===== src/rtl/reset_seq_pkg.sv =====
// Shared definitions for the reset sequencer: FSM state encoding,
// lock-loss counter width and a saturating increment helper.
package reset_seq_pkg;

    localparam int LOST_CNT_W = 8;

    typedef enum logic [1:0] {
        ST_WAIT_LOCK = 2'd0,
        ST_STABLE    = 2'd1,
        ST_RELEASE   = 2'd2,
        ST_RUN       = 2'd3
    } seq_state_e;

    // Increment that sticks at all-ones instead of wrapping.
    function automatic logic [LOST_CNT_W-1:0] sat_inc(input logic [LOST_CNT_W-1:0] v);
        return (&v) ? v : v + LOST_CNT_W'(1);
    endfunction

endpackage


===== src/rtl/reset_sequencer_if.sv =====
// Handshake/status bundle between the clock unit / software side (master)
// and the reset sequencer (slave). o_timeout exists only when
// RESET_SEQ_WATCHDOG_EN is defined.
interface reset_sequencer_if #(
    parameter int N_STAGES = 3
);
    import reset_seq_pkg::*;

    logic                  i_locked;
    logic                  i_sw_reset;
    logic [N_STAGES-1:0]   o_stage_reset;
    logic                  o_ready;
    logic [LOST_CNT_W-1:0] o_lock_lost_count;
    logic [1:0]            o_state;
`ifdef RESET_SEQ_WATCHDOG_EN
    logic                  o_timeout;

    modport master (output i_locked, i_sw_reset,
                    input  o_stage_reset, o_ready, o_lock_lost_count, o_state, o_timeout);
    modport slave  (input  i_locked, i_sw_reset,
                    output o_stage_reset, o_ready, o_lock_lost_count, o_state, o_timeout);
`else
    modport master (output i_locked, i_sw_reset,
                    input  o_stage_reset, o_ready, o_lock_lost_count, o_state);
    modport slave  (input  i_locked, i_sw_reset,
                    output o_stage_reset, o_ready, o_lock_lost_count, o_state);
`endif

endinterface


===== src/rtl/reset_sequencer_sync_bit.sv =====
// Generic single-bit CDC synchroniser, STAGES flops deep, async clear to 0.
module sync_bit #(
    parameter int STAGES = 2
) (
    input  logic clk,
    input  logic rst_n,
    input  logic d,
    output logic q
);
    logic [STAGES-1:0] sync_q, sync_d;

    // Shift the asynchronous input one flop deeper each cycle.
    always_comb begin
        sync_d = {sync_q[STAGES-2:0], d};
    end

    // Synchroniser chain register.
    always_ff @(posedge clk or negedge rst_n) begin
        if (!rst_n) sync_q <= '0;
        else        sync_q <= sync_d;
    end

    assign q = sync_q[STAGES-1];

endmodule


===== src/rtl/reset_sequencer.sv =====
// Reset sequencer: waits for a stable PLL lock, then releases N_STAGES
// active-high resets in order (bit 0 first), STAGE_DELAY cycles apart.
// Any lock loss or software request re-asserts everything at once.
// Optional lock watchdog: define RESET_SEQ_WATCHDOG_EN.
module reset_sequencer
    import reset_seq_pkg::*;
#(
    parameter int SYNC_STAGES        = 2,
    parameter int LOCK_STABLE_CYCLES = 1024,
    parameter int STAGE_DELAY        = 16,
    parameter int N_STAGES           = 3,
    parameter int CNT_W              = 16,
    parameter int WATCHDOG_CYCLES    = 65535
) (
    input  logic             i_clock,
    input  logic             i_reset,
    reset_sequencer_if.slave bus
);
    localparam logic [CNT_W-1:0] LOCK_LAST  = CNT_W'(LOCK_STABLE_CYCLES - 1);
    localparam logic [CNT_W-1:0] DELAY_LAST = CNT_W'(STAGE_DELAY - 1);

    if (SYNC_STAGES < 2 || LOCK_STABLE_CYCLES < 1 || STAGE_DELAY < 1 ||
        N_STAGES < 1 || N_STAGES > 8 || WATCHDOG_CYCLES < 1 ||
        (64'(LOCK_STABLE_CYCLES) >> CNT_W) != 0 || (64'(STAGE_DELAY) >> CNT_W) != 0 ||
        (64'(WATCHDOG_CYCLES) >> CNT_W) != 0) begin : g_bad_params
        $error("reset_sequencer: illegal parameter combination");
    end

    logic                  lk;
    seq_state_e            state_q, state_d;
    logic [CNT_W-1:0]      cnt_q, cnt_d;
    logic [N_STAGES-1:0]   stage_rst_q, stage_rst_d;
    logic                  ready_q, ready_d;
    logic [LOST_CNT_W-1:0] lost_q, lost_d;

    sync_bit #(.STAGES(SYNC_STAGES)) u_lock_sync (
        .clk   (i_clock),
        .rst_n (i_reset),
        .d     (bus.i_locked),
        .q     (lk)
    );

    // Sequencing decisions. Releases shift a zero in from bit 0, so the
    // vector reaching all-zeros means the last stage has been let go.
    always_comb begin
        state_d     = state_q;
        cnt_d       = cnt_q;
        stage_rst_d = stage_rst_q;
        ready_d     = 1'b0;
        lost_d      = lost_q;
        case (state_q)
            ST_WAIT_LOCK: begin
                cnt_d       = '0;
                stage_rst_d = '1;
                if (lk) state_d = ST_STABLE;
            end
            ST_STABLE: begin
                if (cnt_q == LOCK_LAST) begin
                    state_d     = ST_RELEASE;
                    cnt_d       = '0;
                    stage_rst_d = stage_rst_q << 1;
                end else begin
                    cnt_d = cnt_q + CNT_W'(1);
                end
            end
            ST_RELEASE: begin
                if (stage_rst_q == '0) begin
                    state_d = ST_RUN;
                    ready_d = 1'b1;
                end else if (cnt_q == DELAY_LAST) begin
                    cnt_d       = '0;
                    stage_rst_d = stage_rst_q << 1;
                end else begin
                    cnt_d = cnt_q + CNT_W'(1);
                end
            end
            default: ready_d = 1'b1;
        endcase
        // Lock loss wins over a simultaneous software request so it is counted.
        if (state_q != ST_WAIT_LOCK && (!lk || bus.i_sw_reset)) begin
            state_d     = ST_WAIT_LOCK;
            cnt_d       = '0;
            stage_rst_d = '1;
            ready_d     = 1'b0;
            if (!lk) lost_d = sat_inc(lost_q);
        end
    end

    // Sequencer state and registered outputs.
    always_ff @(posedge i_clock or negedge i_reset) begin
        if (!i_reset) begin
            state_q     <= ST_WAIT_LOCK;
            cnt_q       <= '0;
            stage_rst_q <= '1;
            ready_q     <= 1'b0;
            lost_q      <= '0;
        end else begin
            state_q     <= state_d;
            cnt_q       <= cnt_d;
            stage_rst_q <= stage_rst_d;
            ready_q     <= ready_d;
            lost_q      <= lost_d;
        end
    end

    assign bus.o_stage_reset     = stage_rst_q;
    assign bus.o_ready           = ready_q;
    assign bus.o_lock_lost_count = lost_q;
    assign bus.o_state           = state_q;

`ifdef RESET_SEQ_WATCHDOG_EN
    localparam logic [CNT_W-1:0] WD_LIMIT = CNT_W'(WATCHDOG_CYCLES);

    logic [CNT_W-1:0] wd_q, wd_d;
    logic             timeout_q, timeout_d;

    // Count time spent without reaching RUN; flag is sticky until i_reset.
    always_comb begin
        wd_d      = wd_q;
        timeout_d = timeout_q;
        if (state_d == ST_RUN && state_q != ST_RUN)
            wd_d = '0;
        else if ((state_q == ST_WAIT_LOCK || state_q == ST_STABLE) && wd_q != WD_LIMIT)
            wd_d = wd_q + CNT_W'(1);
        if (wd_d == WD_LIMIT) timeout_d = 1'b1;
    end

    // Watchdog registers.
    always_ff @(posedge i_clock or negedge i_reset) begin
        if (!i_reset) begin
            wd_q      <= '0;
            timeout_q <= 1'b0;
        end else begin
            wd_q      <= wd_d;
            timeout_q <= timeout_d;
        end
    end

    assign bus.o_timeout = timeout_q;
`endif

endmodule


===== src/flat_wrapper.sv =====
// flat-port wrapper written by rule: the top's interface ports become plain ports
module reset_sequencer_flat import reset_seq_pkg::*;
#(
    parameter int SYNC_STAGES        = 2,
    parameter int LOCK_STABLE_CYCLES = 1024,
    parameter int STAGE_DELAY        = 16,
    parameter int N_STAGES           = 3,
    parameter int CNT_W              = 16,
    parameter int WATCHDOG_CYCLES    = 65535
)
  (i_clock, i_reset, bus_i_locked, bus_i_sw_reset, bus_o_stage_reset, bus_o_ready, bus_o_lock_lost_count, bus_o_state);
  reset_sequencer_if #(.N_STAGES(N_STAGES)) bus_i ();
  input  logic i_clock;
  input  logic i_reset;
  input wire logic [$bits(bus_i.i_locked)-1:0] bus_i_locked;
  input wire logic [$bits(bus_i.i_sw_reset)-1:0] bus_i_sw_reset;
  output wire logic [$bits(bus_i.o_stage_reset)-1:0] bus_o_stage_reset;
  output wire logic [$bits(bus_i.o_ready)-1:0] bus_o_ready;
  output wire logic [$bits(bus_i.o_lock_lost_count)-1:0] bus_o_lock_lost_count;
  output wire logic [$bits(bus_i.o_state)-1:0] bus_o_state;
  assign bus_i.i_locked = bus_i_locked;
  assign bus_i.i_sw_reset = bus_i_sw_reset;
  assign bus_o_stage_reset = bus_i.o_stage_reset;
  assign bus_o_ready = bus_i.o_ready;
  assign bus_o_lock_lost_count = bus_i.o_lock_lost_count;
  assign bus_o_state = bus_i.o_state;
  reset_sequencer #(.SYNC_STAGES(SYNC_STAGES), .LOCK_STABLE_CYCLES(LOCK_STABLE_CYCLES), .STAGE_DELAY(STAGE_DELAY), .N_STAGES(N_STAGES), .CNT_W(CNT_W), .WATCHDOG_CYCLES(WATCHDOG_CYCLES)) u_core (.i_clock(i_clock), .i_reset(i_reset), .bus(bus_i));
endmodule

===== config.mk =====
export PLATFORM = sky130hd
export DESIGN_NAME = reset_sequencer_flat
export DESIGN_NICKNAME = d
export VERILOG_FILES = /design/src/rtl/reset_seq_pkg.sv /design/src/rtl/reset_sequencer_if.sv /design/src/rtl/reset_sequencer_sync_bit.sv /design/src/rtl/reset_sequencer.sv /design/src/flat_wrapper.sv
export SDC_FILE = /design/constraint.sdc
export NUM_CORES = 1
export LEC_CHECK = 0
export ABC_AREA = 1
export BUFFER_PORTS_ARGS = -buffer_cell sky130_fd_sc_hd__buf_2
export CORE_ASPECT_RATIO = 0.7
export CORE_MARGIN = 4
export CORE_UTILIZATION = 23
export DETAILED_ROUTE_END_ITERATION = 12
export PLACE_DENSITY_LB_ADDON = 0.1
export SYNTH_ARGS = -nofsm -noshare
export SYNTH_HDL_FRONTEND = slang
export SYNTH_HIERARCHICAL = 1
export SYNTH_SLANG_ARGS = --single-unit

===== constraint.sdc =====
create_clock -name i_clock -period 1.4 [get_ports i_clock]
set_clock_uncertainty 0.05 [all_clocks]
set_input_delay 0.14 -clock i_clock [delete_from_list [all_inputs] [get_ports i_clock]]
set_output_delay 0.14 -clock i_clock [all_outputs]
set_load 0.01 [all_outputs]

==> flow_metrics.tcl, run 1 <==
set metrics [dict create \
    share_of_layout_cells_above_drive_strength_1_pct 45.9 \
    seq_area_frac_synth_pct 42.3 \
    cp_data_required_time_ns 1.52 \
    insertedDiodeCount 0 \
    place_hpwl_um 4180 \
    area_delta_synth_final_pct 58.1 \
    start_util_pct 23.9 \
    clock_tree.root_cell "clkbuf_16" \
    global_route.usage.total_pct 11.5 \
    ranking_of_synthesized_cells_by_area "dfrtp_1 38%, nand2_1 14%, nor2_1 6.9%" \
    internal_power_mw 3.04 \
    worst_case_clock_buffer_depth 2 \
    placement.io_buffers 17 \
    drtIter0Drc 99 \
    postSynthNetCount 263 \
    rsz0062_at_grt "yes" \
    syn_area_per_cell_um2 7.49 \
    die_h_um 84.1 \
    timing.setup.critical_path_class "register to register" \
    synth_area_mm2 0.00190 \
    cp_max_fo 5 \
    hold_path_class "primary input to asynchronous set/reset pin" \
    power.share.switching_pct 40.1 \
    synth.distinct_cells 29 \
    post-route-drc-count 0 \
    routed_via_density 4.22 \
    power.ir.vdd_worst_v 0.000727 \
    cellPowerDensity_mw_per_mm2 1690 \
    final_cell_count_no_fill 441 \
    gpl.final_weighted_congestion 0.789 \
    outcome "complete, but fails checks" \
    cts_tree "yes" \
    grt_overflow 0 \
    yosys.area.top_type "dfrtp_1" \
    antenna_violations_before_repair 0 \
    worst_slew_pin_tran_ns 0.359 \
    dpl_cells 430 \
    finalSetupViolCount 23 \
    detailroute.via_count 1861 \
    fp-row-count 27 \
    flop_to_flop_setup_slack_ns -0.22 \
    max-slew-margin-rel_pct 76.1 \
    clkTransAtPathRegs_ns 0.06 \
    clock_network_latency_to_the_later_pin_of_the_worst_skew_pair_ns 0.28 \
    timing.rr.start "u_core/bus.o_state[0]" \
    critical_path.cell_chain "inv_2 > ha_4 > inv_2 > nand4_1 > nand2_4 > buf_6 > buf_12 > a21oi_4 > nor2_2" \
    clock_sink_count 32 \
    power.share.sequential_pct 24.4 \
    min_period_over_period_pct 116 \
    pwr-share-clk_pct 21.5 \
    final_hold_viol_count 0 \
    routed_wire_length_per_instance_um 12.3 \
    combinationalPowerShare_pct 54.0 \
    critical_path_buf_inv_count 4 \
    core-area_mm2 0.00797 \
    timing.reg2reg.worst_path_depth 9 \
    worst_slack_ns -0.221 \
    detail-route-antenna-nets 0 \
    h_tree_lvls 2 \
    fmax_ghz 0.617 \
    maxcap_viol_count 0 \
    drt_first_pass_iters 5 \
    critical_path.endpoint_type "register" \
    grt_pass1_vias 1793 \
    synth-warning-count 6 \
    cpPeakStageDelay_ns 0.36 \
    first_pass_grt_wire_length_um 8890 \
    floorplan.io_pins 18 \
    synth_top_area_share_pct 38.1 \
    layout_min_cycle_time_ns 1.62 \
    chipWidth_um 117 \
    ys_seq_elements 32 \
    critical_path.reg2reg.endpoint "u_core/cnt_q[12]" \
    p_leak_nw 1.45 \
    grt_max_degree 20 \
    fin_util_pct 37.7 \
    dieArea_mm2 0.00982 \
    routed_wirelength_um 5400 \
    switching_power_mw 2.04 \
    worst-endpoint-arrival_ns 1.74 \
    slowest_cell_on_the_critical_path "dfrtp_1" \
    finish.net_count 348 \
    critPathTopFamily "buffers and inverters" \
    failed_checks "negative setup slack" \
    critical_path.startpoint_type "register" \
    post_synth_inst_count 254 \
    cts_inserted_buffers 5 \
    finalMaxSlewViolations 0 \
    path_common_cell "inv_2" \
]
==> layout make-up <==
cell class / instances / area (µm²)
Sequential cell: 32 / 805
Inverter: 27 / 109
Timing Repair Buffer: 82 / 622
Tap cell: 101 / 126
Clock inverter: 3 / 23.8
Clock buffer: 5 / 125
Multi-Input combinational cell: 191 / 1200
Fill cell: 825 / 4960
==> flip-flops by register name, summed over array words and instances (netlist names) <==
name / flops
u_core/bus.o_lock_lost_count: 8
u_core/bus.o_ready: 1
u_core/bus.o_stage_reset: 3
u_core/bus.o_state: 2
u_core/cnt_q: 16
u_core/u_lock_sync/sync_q: 2
==> worst max path at each step <==
stage	start	endpoint	slack, ns	depth (start not counted)
after floorplan	u_core/bus.o_state[1]	u_core/cnt_q[7]	-0.14	8
after global placement	u_core/bus.o_state[1]	u_core/bus.o_stage_reset[2]	-0.24	8
after detailed placement	u_core/bus.o_state[0]	u_core/bus.o_stage_reset[2]	-0.22	9
after CTS	u_core/bus.o_state[0]	u_core/cnt_q[3]	-0.20	8
after global routing	u_core/bus.o_state[0]	u_core/cnt_q[12]	-0.28	9
final	u_core/bus.o_state[0]	u_core/cnt_q[12]	-0.22	9
==> cells in the mapped netlist, drive strengths merged <==
master   number
a21boi        6
a21oi         7
a31oi         2
buf           4
clkinv        1
dfrtp        29
dfstp         3
ha            5
inv          26
nand2        80
nand3        13
nand4         8
nor2         37
nor3          2
o2111ai       1
o21ai        17
o21bai        4
xnor2         4
xor2          5
==> through the flow <==
stage | instance area, µm² | TNS (ns) | worst slack, ns | power [mW] | hold WS, ns
detailed placement | 2610 | -3.86 | -0.224 | 3.59 | 0.0257
CTS | 2880 | -3.45 | -0.198 | 4.99 | 0.268
global placement | 2610 | -3.66 | -0.242 | 3.63 | 0.0229
global route | 3010 | -5.32 | -0.284 | 5.50 | 0.299
finish | 3010 | -3.24 | -0.221 | 5.07 | 0.259
floorplan | 1950 | -1.67 | -0.135 | 2.62 | -0.206
==> logic make-up (layout without fill, tap and decap cells) <==
| family | Yosys count | count (layout) | share of synthesized area (%) |
|---|---|---|---|
| xor+xnor | 9 | 9 | 4.14 |
| buf+inv | 31 | 117 | 6.84 |
| fa+ha+maj | 5 | 5 | 3.29 |
| flops | 32 | 32 | 42.3 |
| simple gates | 140 | 140 | 31.9 |
| compound gates | 37 | 37 | 11.6 |
==> placed cells by master (no fill, tap or decap), drive strengths merged <==
cell / instances
xnor2: 4
o21bai: 4
ha: 5
a31oi: 2
clkbuf: 5
a21oi: 7
o21ai: 17
xor2: 5
nand3: 13
nor3: 2
clkinvlp: 2
nand2: 80
clkinv: 2
dlygate4sd3: 2
dfrtp: 29
inv: 26
a21boi: 6
nor2: 37
nand4: 8
buf: 80
dfstp: 3
o2111ai: 1
==> power groups by stage <==
stage	sequential, mW	combinational [mW]	clock, mW
after floorplan	1.35	1.27	0
after detailed placement	1.24	2.35	0
after CTS	1.23	2.63	1.14
after global routing	1.26	3.04	1.19
final	1.24	2.74	1.09
after global placement	1.25	2.38	0
==> metal layers <==
layer	up-vias	track usage (%)	share of wire (%)
met2	23	14.7	39
met4	0	2.71	0.46
met1	847	18.7	57
met5	-	0	0
met3	2	2.90	3.9
li1	989	-	-
==> repair_timing <==
action | in CTS | in global routing
gates cloned | 0 | 0
setup endpoints to repair | 23 | 29
pin swaps | 10 | 14
buffers inserted | 1 | 0
endpoints found under the hold margin | 11 | 0
resized for setup | 26 | 35
hold buffers | 2 | 0
Note: power is estimated with default switching activity, not from simulation.
==> run 2: changes to the inputs <==
--- a/config.mk
+++ b/config.mk
@@ -10,8 +10,11 @@
 export CORE_ASPECT_RATIO = 0.7
 export CORE_MARGIN = 4
 export CORE_UTILIZATION = 23
+export CTS_BUF_LIST = sky130_fd_sc_hd__clkbuf_16
 export DETAILED_ROUTE_END_ITERATION = 12
+export GPL_TIMING_DRIVEN = 0
 export PLACE_DENSITY_LB_ADDON = 0.1
+export SETUP_SLACK_MARGIN = 0.1
 export SYNTH_ARGS = -nofsm -noshare
 export SYNTH_HDL_FRONTEND = slang
 export SYNTH_HIERARCHICAL = 1
==> run 2 against run 1 <==
The flow still finishes with violations (negative setup slack). Flip-flop and latch count did not move. Clock power is 13% higher. Sequential share of layout area rose by 3.1 points. Worst hold slack gained 0.039 ns. Final cell count down 9.3%. Register-to-register slack got worse by 0.04 ns. Sequential power grew 3%. Wire length decreased by 2.5%. Clock-buffer cell count did not move. Core utilization down 3.9 points.
==> flow_metrics.tcl, run 2 (synthesis results as in run 1) <==
set metrics [dict create \
    outcome "complete, but fails checks" \
    failed_checks "negative setup slack" \
    placement.setup.worst_slack_ns -0.337 \
    max-slew-margin-rel_pct 48.4 \
    area_delta_synth_final_pct 41.7 \
    hold_path_class "register to register" \
    place_hpwl_um 3730 \
    top_register "u_core/cnt_q" \
    layout_min_cycle_time_ns 1.67 \
    p_leak_nw 1.30 \
    share_of_layout_cells_above_drive_strength_1_pct 34.1 \
    grt_max_degree 33 \
    combinationalPowerShare_pct 49.3 \
    slowest_cell_on_the_critical_path "dfrtp_1" \
    grt_pass1_vias 1636 \
    global_route.usage.total_pct 11.4 \
    finish.net_count 307 \
    insertedDiodeCount 0 \
    power.share.switching_pct 38.7 \
    cts_inserted_buffers 5 \
    internal_power_mw 3.03 \
    first_pass_grt_wire_length_um 8590 \
    antenna_violations_before_repair 0 \
    core-area_mm2 0.00797 \
    routed_wire_length_per_instance_um 13.2 \
    worst_case_clock_buffer_depth 2 \
    worst_slew_pin_tran_ns 0.773 \
    timing.rr.start "u_core/bus.o_state[1]" \
    finalMaxSlewViolations 0 \
    die_h_um 84.1 \
    power.share.sequential_pct 25.9 \
    routed_wirelength_um 5270 \
    routed_via_density 4.46 \
    pwr-share-clk_pct 24.8 \
    start_util_pct 23.9 \
    timing.setup.critical_path_class "register to register" \
    hold_start "u_core/u_lock_sync/sync_q[0]" \
    chipWidth_um 117 \
    critical_path.endpoint_type "register" \
    final_hold_viol_count 0 \
    drtIter0Drc 73 \
    detail-route-antenna-nets 0 \
    critPathTopFamily "buffers and inverters" \
    min_period_over_period_pct 119 \
    fmax_ghz 0.600 \
    path_common_cell "inv_2" \
    largest_register_ffs 16 \
    post-route-drc-count 0 \
    grt_overflow 0 \
    finalSetupViolCount 22 \
    clock_sink_count 32 \
    h_tree_lvls 2 \
    fin_util_pct 33.8 \
    switching_power_mw 1.91 \
    floorplan.io_pins 18 \
    rsz0062_at_grt "yes" \
    power.ir.vdd_worst_v 0.000717 \
    layout.cell_area.non_filler_mm2 0.00270 \
    final.setup.tns_ns -4.57 \
    hold_slack_ns 0.297 \
    gpl.final_weighted_congestion 0.767 \
    placedInstanceArea_mm2 0.00217 \
    worst-endpoint-arrival_ns 1.79 \
    placement.io_buffers 17 \
    fp-row-count 27 \
    clkTransAtPathRegs_ns 0.05 \
    cpPeakStageDelay_ns 0.38 \
    dieArea_mm2 0.00982 \
    clock_tree.root_cell "clkbuf_16" \
    cp_data_required_time_ns 1.52 \
    cellPowerDensity_mw_per_mm2 1830 \
    detailroute.via_count 1783 \
    critical_path.cell_chain "inv_2 > ha_4 > inv_2 > nand4_1 > nand2_4 > buf_8 > buf_12 > a21oi_4 > nor2_1" \
    crit_path_start "u_core/bus.o_state[1]" \
    cp_max_fo 5 \
    worst_slack_ns -0.266 \
    drt_first_pass_iters 4 \
    critical_path_buf_inv_count 4 \
    layout.cells.most_common_list "61 x nand2_1, 32 x nor2_1, 29 x dfrtp_1" \
    maxcap_viol_count 0 \
    cts_tree "yes" \
    layout.cells.most_common "nand2_1" \
    critical_path.startpoint_type "register" \
    clock_network_latency_to_the_later_pin_of_the_worst_skew_pair_ns 0.28 \
]
run 2: cell count changes in the layout (fill, tap and decap cells not counted), moves of 3 or more:
| cell | change |
|---|---|
| buf_4 | -43 |
| nor2_1 | +5 |
| nand3_1 | +4 |
| nand3_2 | -4 |
| nor2_2 | -4 |
| nand2_1 | +3 |
run 2: final timing paths:
kind                                           endpoint  slack (ns)  cells past startpoint
min in group asynchronous               u_core/cnt_q[6]        0.43                      2
max                                    u_core/cnt_q[12]       -0.27                      9
max reg2reg                            u_core/cnt_q[12]       -0.27                      9
min                        u_core/u_lock_sync/sync_q[1]        0.30                      0
min reg2reg                u_core/u_lock_sync/sync_q[1]        0.30                      0
max in group asynchronous               u_core/cnt_q[0]        0.39                      2
run 2: power groups by stage:
stage,registers (mW),clock network (mW),logic [mW]
4_1_cts,1.27,1.27,2.28
3_5_place_dp,1.30,0,1.85
5_1_grt,1.31,1.32,2.69
6_report,1.28,1.23,2.44
2_1_floorplan,1.35,0,1.27
3_3_place_gp,1.30,0,1.86
run 2: worst register-to-register path: cells and delay by family, from the launching register on:
kind                       cells  cell delay, ns
AOI/OAI and AO/OA              1            0.11
buffers and inverters          4            0.39
and+or+nand+nor                3            0.37
DFF                            1            0.38
adders and majority gates      1            0.27
run 2: stage by stage:
stage / instances / total power [mW]
finish: 400 / 4.94
global route: 400 / 5.32
CTS: 398 / 4.81
detailed placement: 372 / 3.16
global placement: 372 / 3.16
floorplan: 254 / 2.62
run 2: layer usage:
layer	up-vias	global-route usage (%)	part of all wire, %
li1	905	-	-
met1	840	17.8	54
met2	33	14.2	40
met3	5	3.62	5.5
met4	0	4.06	1.1
met5	-	0	0
run 2: final cells by class:
type / count / area (µm²)
buffer: 4 / 52.6
multi-input combinational: 191 / 1150
fill: 858 / 5280
tap: 101 / 126
sequential: 32 / 805
clock buffer: 5 / 125
timing repair buffer: 37 / 290
inverter: 27 / 106
clock inverter: 3 / 38.8
run 2: repair_timing:
action / CTS / global route
hold buffers: 2 / 0
gates resized for setup: 23 / 20
gates cloned: 0 / 1
pin swaps: 6 / 7
endpoints found under the hold margin: 30 / 0
buffers inserted: 16 / 1
endpoints found under the setup margin: 29 / 30
==> run 3: changes to the inputs <==
--- a/config.mk
+++ b/config.mk
@@ -17,5 +17,4 @@
 export SETUP_SLACK_MARGIN = 0.1
 export SYNTH_ARGS = -nofsm -noshare
 export SYNTH_HDL_FRONTEND = slang
-export SYNTH_HIERARCHICAL = 1
 export SYNTH_SLANG_ARGS = --single-unit
==> run 3 against run 2 <==
The run still ends with negative setup slack left. Worst hold slack lost 0.12 ns. Die area rose by 3.9%. Global-route usage about the same. Sequential share of layout area is 1.3 points lower. Largest power group unchanged.
==> flow_metrics.tcl, run 3 <==
set metrics [dict create \
    synth_most_common_cell "nand2_1" \
    finalSetupViolCount 21 \
    power.ir.vdd_worst_v 0.000731 \
    share_of_layout_cells_above_drive_strength_1_pct 38.3 \
    grt_max_degree 33 \
    cts_inserted_buffers 5 \
    insertedDiodeCount 0 \
    start_util_pct 23.5 \
    grt_pass1_vias 1754 \
    min_period_over_period_pct 119 \
    layout.cells.most_common_list "59 x nand2_1, 32 x nor2_1, 28 x dfrtp_1" \
    switching_power_mw 1.98 \
    ranking_of_synthesized_cells_by_area "dfrtp_1 37%, nand2_1 14%, nor2_1 6.8%" \
    largest_register_ffs 16 \
    finalMaxSlewViolations 0 \
    power.share.switching_pct 40.3 \
    critical_path.startpoint_type "register" \
    cellPowerDensity_mw_per_mm2 1730 \
    cp_max_fo 8 \
    synth.top_cells.by_count "72 x nand2_1, 36 x nor2_1, 29 x dfrtp_1, 27 x inv_1, 19 x nand3_1" \
    core-area_mm2 0.00844 \
    chipWidth_um 119 \
    drtIter0Drc 101 \
    syn_area_per_cell_um2 7.57 \
    layout.cells.most_common "nand2_1" \
    antenna_violations_before_repair 0 \
    final.setup.tns_ns -3.94 \
    worst_slew_pin_tran_ns 0.807 \
    placement.io_buffers 17 \
    clock_tree.root_cell "clkbuf_16" \
    layout.filler_cells 883 \
    routed_wirelength_um 5460 \
    layout_min_cycle_time_ns 1.66 \
    max-slew-margin-rel_pct 46.2 \
    worst-endpoint-arrival_ns 1.78 \
    ys_seq_elements 32 \
    dieArea_mm2 0.0102 \
    combinationalPowerShare_pct 51.4 \
    cp_data_required_time_ns 1.52 \
    synth.distinct_cells 30 \
    synth_area_mm2 0.00198 \
    die_h_um 85.7 \
    gpl.final_weighted_congestion 0.769 \
    post_synth_inst_count 262 \
    maxcap_viol_count 0 \
    finish.net_count 324 \
    pwr-share-clk_pct 21.5 \
    timing.setup.critical_path_class "register to register" \
    timing.rr.start "u_core.bus.o_state[1]" \
    power.share.sequential_pct 27.1 \
    place_hpwl_um 3740 \
    synth_edf_count 0 \
    routed_wire_length_per_instance_um 12.5 \
    fmax_ghz 0.601 \
    post-route-drc-count 0 \
    crit_path_start "u_core.bus.o_state[1]" \
    synth_top_area_share_pct 36.6 \
    hold_path_class "primary input to register" \
    drt_first_pass_iters 4 \
    clock_network_latency_to_the_later_pin_of_the_worst_skew_pair_ns 0.28 \
    global_route.usage.total_pct 11.4 \
    detail-route-antenna-nets 0 \
    seq_area_frac_synth_pct 40.5 \
    clock_sink_count 32 \
    synth-warning-count 0 \
    internal_power_mw 2.92 \
    ys_async_sr_fraction_pct 100 \
    detailroute.via_count 1843 \
    grt_overflow 0 \
    final_hold_viol_count 0 \
    critical_path.endpoint_type "register" \
    worst_case_clock_buffer_depth 2 \
    top_register "u_core.cnt_q" \
    worst_slack_ns -0.264 \
    failed_checks "negative setup slack" \
    yosys.area.top_type "dfrtp_1" \
    synth_flop_cell "dfrtp_1" \
    postSynthNetCount 271 \
    first_pass_grt_wire_length_um 9120 \
    rsz0062_at_grt "yes" \
    h_tree_lvls 2 \
    clkTransAtPathRegs_ns 0.05 \
    area_delta_synth_final_pct 42.6 \
    placement.setup.worst_slack_ns -0.486 \
    fp-row-count 28 \
    floorplan.io_pins 18 \
    p_leak_nw 1.35 \
    outcome "complete, but fails checks" \
    cts_tree "yes" \
    routed_via_density 4.23 \
    hold_start "bus_i_sw_reset" \
]
[run 3: changes by cell type in the layout (fill, tap and decap cells not counted), moves of 3 or more]
cell,change
buf_4,+11
nand3_2,+9
inv_1,+5
nand3_1,+5
o21ai_2,-5
nor2_4,+4
o21bai_1,-3
xor2_1,-3
[run 3: power groups by stage]
stage | Sequential, mW | Clock (mW) | Combinational, mW
6_report | 1.33 | 1.05 | 2.52
5_1_grt | 1.35 | 1.14 | 2.75
4_1_cts | 1.30 | 1.09 | 2.18
3_5_place_dp | 1.35 | 0 | 1.63
3_3_place_gp | 1.35 | 0 | 1.63
2_1_floorplan | 1.40 | 0 | 1.05
[run 3: layer usage]
| layer | track usage, % | vias to the layer above | wire [µm] |
|---|---|---|---|
| met5 | 0 | - | 0 |
| met4 | 3.47 | 0 | 53 |
| met3 | 3.36 | 4 | 238 |
| met2 | 15.3 | 33 | 2190 |
| met1 | 17.2 | 861 | 2980 |
| li1 | - | 945 | - |
[run 3: worst paths after layout]
check	end	slack (ns)	cells after the start
hold / removal	u_core.bus.o_ready	0.18	4
setup / recovery	u_core.cnt_q[10]	-0.26	10
max in group asynchronous	u_core.bus.o_lock_lost_count[2]	0.31	2
setup reg to reg	u_core.cnt_q[10]	-0.26	10
hold reg to reg	u_core.u_lock_sync.sync_q[1]	0.30	0
min in group asynchronous	u_core.cnt_q[6]	0.44	2
[run 3: repair_timing]
action | in CTS | in global routing
gates resized for setup | 28 | 25
cloned | 1 | 0
setup endpoints to repair | 29 | 30
hold buffers | 2 | 0
hold endpoints to repair | 30 | 0
buffers inserted | 18 | 8
pin swaps | 12 | 14
[run 3: stage by stage]
step	util (%)	hold slack [ns]	cell area (µm²)	instances	power, mW
2_1_floorplan	-	-0.206	2010	262	2.46
3_3_place_gp	26.6	0.198	2240	399	2.99
3_5_place_dp	26.6	0.202	2240	399	2.97
4_1_cts	31.6	0.158	2670	428	4.58
5_1_grt	33.5	0.191	2830	436	5.25
6_report	33.5	0.179	2830	436	4.90
[run 3: logic make-up after synthesis]
| family | synth area share (%) |
|---|---|
| AO/OA/AOI/OAI | 6.68 |
| AND/OR/NAND/NOR | 38.4 |
| buffers and inverters | 7.69 |
| XOR/XNOR | 3.53 |
| adder cells (fa/ha/maj) | 3.15 |
| flip-flops | 40.5 |
[run 3: critical path: stages, from the launching register on]
cell and delay, ns:
dfrtp_1 0.38, inv_2 0.07, ha_4 0.28, inv_4 0.04, nand4_1 0.14, nand2_2 0.12, buf_6 0.16, nor2_4 0.15
nand2_2 0.06, nand2_1 0.07, nor2_1 0.04
[run 3: cell type report]
type / instances / area, µm² / area share (%)
sequential: 32 / 806 / 28.5
multi-input combinational: 194 / 1210 / 42.9
timing repair buffer: 46 / 344 / 12.2
buffer: 2 / 31.3 / 1.11
clock inverter: 3 / 13.8 / 0.487
clock buffer: 5 / 125 / 4.42
tap: 120 / 150 / 5.31
inverter: 34 / 145 / 5.13
